[config.mk]
export PLATFORM = sky130hd
export DESIGN_NAME = ppu_oam_dma
export DESIGN_NICKNAME = d
export VERILOG_FILES = /design/src/rtl/ppu_pkg.sv /design/src/rtl/ppu_oam_dma.sv
export SDC_FILE = /design/constraint.sdc
export NUM_CORES = 1
export LEC_CHECK = 0
export BUFFER_PORTS_ARGS = -buffer_cell sky130_fd_sc_hd__buf_2
export CAP_MARGIN = 20
export CORE_MARGIN = 2
export CORE_UTILIZATION = 42
export DETAILED_ROUTE_END_ITERATION = 12
export GPL_TIMING_DRIVEN = 1
export PLACE_DENSITY = 0.73
export SETUP_SLACK_MARGIN = 0.4
export SYNTH_ARGS = -nofsm -noshare
export SYNTH_HDL_FRONTEND = slang
export SYNTH_SLANG_ARGS = --single-unit
export TNS_END_PERCENT = 100
[constraint.sdc]
create_clock -name clk -period 3.7 [get_ports clk]
set_input_delay 0.74 -clock clk [delete_from_list [all_inputs] [get_ports clk]]
set_output_delay 0.74 -clock clk [all_outputs]
set_load 0.03 [all_outputs]
[src/rtl/ppu_pkg.sv]
// Shared PPU-side definitions: OAM DMA state encoding and the fixed bus
// addresses and register indices used by the CPU-side memory controller.
package ppu_pkg;

   typedef enum logic [2:0] {
      IDLE  = 3'd0,
      HALT  = 3'd1,
      ALIGN = 3'd2,
      READ  = 3'd3,
      WRITE = 3'd4
   } oam_dma_state_t;

   localparam logic [2:0]  PPU_REG_OAMDATA = 3'd4;
   localparam logic [15:0] APU_OAMDMA_ADDR = 16'h4014;

endpackage

[src/rtl/ppu_oam_dma.sv]
// Sprite DMA sequencer: a CPU write to $4014 halts the 6502 and copies one
// 256-byte CPU page into OAM through OAMDATA, one read/write pair per byte.
module ppu_oam_dma
   import ppu_pkg::*;
#(
   parameter logic [15:0] DMA_REG_ADDR = APU_OAMDMA_ADDR,
   parameter logic [2:0]  OAMDATA_IDX  = PPU_REG_OAMDATA
) (
   input  logic        clk,
   input  logic        reset,
   input  logic        cpu_ce,
   input  logic [15:0] cpu_addr,
   input  logic        cpu_wr,
   input  logic [7:0]  cpu_wdata,
   input  logic        cpu_rw,
   output logic        cpu_halt,
   output logic [15:0] dma_addr,
   output logic        dma_rd,
   input  logic [7:0]  dma_rdata,
   output logic        ppu_wr,
   output logic [2:0]  ppu_reg,
   output logic [7:0]  ppu_wdata,
   output logic        busy,
   output logic        done
);

   oam_dma_state_t state_q, state_d;
   logic [7:0]     page_q, page_d;
   logic [7:0]     idx_q, idx_d;
   logic [7:0]     data_q, data_d;
   logic           parity_q;
   logic           done_q, done_d;
   logic           trigger;

   assign trigger = cpu_wr && (cpu_addr == DMA_REG_ADDR);

   always_comb begin
      // NOTE: every variable assigned here gets a default first so no path infers a latch.
      state_d   = state_q;
      page_d    = page_q;
      idx_d     = idx_q;
      data_d    = data_q;
      done_d    = 1'b0;
      dma_rd    = 1'b0;
      dma_addr  = 16'h0000;
      ppu_wr    = 1'b0;
      ppu_reg   = 3'd0;
      ppu_wdata = 8'h00;

      unique case (state_q)
         IDLE: begin
            if (trigger) begin
               page_d  = cpu_wdata;
               idx_d   = 8'd0;
               state_d = HALT;
            end
         end
         HALT: begin
            // The CPU only stops on a read; odd current parity means READ lands on even.
            if (cpu_rw) state_d = parity_q ? READ : ALIGN;
         end
         ALIGN: begin
            state_d = READ;
         end
         READ: begin
            dma_rd   = 1'b1;
            dma_addr = {page_q, idx_q};
            data_d   = dma_rdata;
            state_d  = WRITE;
         end
         WRITE: begin
            ppu_wr    = 1'b1;
            ppu_reg   = OAMDATA_IDX;
            ppu_wdata = data_q;
            if (idx_q == 8'hFF) begin
               state_d = IDLE;
               done_d  = 1'b1;
            end else begin
               idx_d   = idx_q + 8'd1;
               state_d = READ;
            end
         end
         default: state_d = IDLE;
      endcase
   end

   assign busy     = (state_q != IDLE);
   assign cpu_halt = busy;
   // done is held in a flop across enable gaps but only shown on an enabled cycle.
   assign done     = done_q & cpu_ce;

   always_ff @(posedge clk) begin
      // NOTE: sequential state uses non-blocking assignments so all flops update together.
      if (reset) begin
         state_q  <= IDLE;
         page_q   <= 8'h00;
         idx_q    <= 8'h00;
         data_q   <= 8'h00;
         parity_q <= 1'b0;
         done_q   <= 1'b0;
      end else if (cpu_ce) begin
         state_q  <= state_d;
         page_q   <= page_d;
         idx_q    <= idx_d;
         data_q   <= data_d;
         parity_q <= ~parity_q;
         done_q   <= done_d;
      end
   end

endmodule

==> impl_metrics.yaml <==
status:
  status: "complete, no violations"
finish:
  layoutNonFillerInstCount: 296
  final_common_cell: "buf_2"
  synthToLayoutAreaGrowth_pct: 27.5
  drive_gt1_share_pct: 33.5
  n_antenna_cell: 0
  layout_common_cells: "66 x buf_2, 29 x dfxtp_1, 24 x nand2_1"
  fin_nets: 285
timing:
  hold_viol_final: 0
  worst_slack_ps: 915
  fmax_ghz: 0.359
  relSlewSlack_pct: 45.8
  skew_ps: 2.71
  worst_hold_slack_ps: 450
  drv_slew: 0
  tightestPinTransition_ps: 806
  fin_crit_ps: 2780
  grt_setup_unrepaired: "false"
  setup_tns_ps: 0
  period_share_pct: 75.3
  setup_viol: 0
synthesis:
  ys_seq_elements: 29
  synth_enable_flop_cells: 0
  synthDistinctLibCells: 37
  syn_inst: 187
  synth_area_um2: 1550
  synth_async_sr_flop_share_pct: 0
  yosys_warnings: 0
  synth_ff_type: "dfxtp_1"
  yosysSeqAreaShare_pct: 37.4
  syn_avg_cell_area_um2: 8.31
worst_hold_path:
  hold_class: "reg2reg"
clocking:
  cts_tree: "built"
  cts_buffers: 5
  cts_setup_buffers: 0
  cts_hold_buf: 0
  clk_pin_slew_ps: 60
  root_buffer: "clkbuf_8"
  cts-resized-gates: 0
  insertion_delay_ps: 280
  cts_sinks: 29
  cts.path.max_buffers: 2
  htree_levels: 2
die:
  num_io_pins: 69
  rows: 22
  die_h_um: 64.8
  dieWidth_um: 64.8
  start_util_pct: 43.1
  design.core.area_um2: 3610
  die_area_um2: 4200
placed_design:
  dp.cells: 288
  dp_hpwl_um: 2570
  pre_cts_ws_ps: 1240
  port_buffers: 66
  gp_congestion: 0.752
critical_path:
  start_kind: "flop"
  arrival_ps: 2040
  crit_end: "ppu_reg[2]"
  startpoint: "state_q[2]"
  r2r-start: "state_q[2]"
  r2r_slack_ps: 1430
  critPathCaptureType: "output pin"
  cp_cell_sequence: "inv_1 > nor3_1 > buf_2"
  max_stage_delay_ps: 690
  worst_r2r_path_depth: 5
  critPathRequiredTime_ps: 2960
  critical_path_class: "reg2out"
  crit_fanout: 12
  slowest_stage: "nor3_1"
  reg2reg_to: "idx_q[1]"
grt:
  grt_pass1_wl_um: 5840
  grt_antenna_before_repair: 0
  track_usage_pct: 18.1
  overflow: 0
  grt_max_degree: 24
  grt_pass1_vias: 1302
route:
  vias: 1470
  ant_nets: 0
  viasPerCell: 4.97
  drcViolationCount: 0
  drt_first_iter_violations: 67
  drt-pass1-iter-count: 4
  drt_wl_total_um: 3600
  drt-wirelength-per-cell_um: 12.1
pwr:
  max-vdd-ir-drop_uv: 214
  cellLeakagePower_nw: 0.900
  finalPower_mw: 0.687
  power_density_nw_per_um2: 346
flow_run:
  drv_cap: 0
==> synth_stat cells, types with 2 or more instances <==
library cell	number	area (um2)
nor2_1	17	63.8
inv_1	6	22.5
a21oi_1	15	75.1
nand3_1	7	35.0
and3_1	9	56.3
dfxtp_1	29	581
o2bb2ai_1	5	43.8
clkbuf_1	8	30.0
nor4_4	2	42.5
buf_4	4	30.0
nand2_1	24	90.1
buf_6	2	22.5
mux2i_1	10	100
xnor2_1	2	17.5
nor4_1	3	18.8
nor3_1	5	25.0
and2_1	18	113
o21ai_0	2	10.0
==> cells by family (layout without fill, tap and decap cells) <==
logic type	after synthesis	count (layout)	share of synthesized area, %
fa+ha+maj	1	1	0.805
mux	11	11	7.17
xor+xnor	2	2	1.13
simple gates	95	95	34.9
flops	29	29	37.4
other cells	1	2	0.241
compound gates	28	28	11.6
buf+inv	20	80	6.76
==> sequential cells by signal, summed over array words and instances (netlist names) <==
name / cells
page_q: 8
done_q: 1
parity_q: 1
state_q: 3
idx_q: 8
data_q: 8
==> layer usage <==
layer | part of all wire [%] | GRT usage [%] | wire, um
met5 | 0 | 0 | 0
met4 | 1.3 | 6.38 | 46
met3 | 3.2 | 6.77 | 115
met2 | 49 | 30.0 | 1760
met1 | 47 | 21.3 | 1680
==> final cells by class <==
cell class,instances,area [um2]
fill,363,1620
timing repair buffer,66,330
clock inverter,1,30.0
sequential,29,581
tap,48,60.1
inverter,6,22.5
multi-input combinational,139,872
clock buffer,7,86.3
==> worst max-delay path, delay by kind of cell, from the launching register on <==
kind	cells	cell delay (ps)
AND/OR/NAND/NOR	1	690
flip-flops	1	550
buffers and inverters	2	520
==> worst min path at each step <==
stage | start | endpoint | slack, ps | depth (start not counted)
floorplan | done_q | done_q | 430 | 2
global placement | data_q[0] | data_q[0] | 440 | 2
detailed placement | data_q[3] | data_q[3] | 440 | 2
CTS | data_q[3] | data_q[3] | 450 | 2
global route | done_q | done_q | 470 | 2
finish | done_q | done_q | 450 | 2
==> stage by stage <==
step	utilization (%)	cell area, um2
final	55.0	1980
after global routing	55.0	1980
after CTS	55.0	1980
after detailed placement	51.7	1870
after global placement	51.7	1870
after floorplan	-	1560
==> report_power, final <==
group / switching (mW) / internal, mW
clock: 0.115 / 0.219
sequential: 0.000728 / 0.313
combinational: 0.0202 / 0.0179
(Power assumes the default switching activity.)
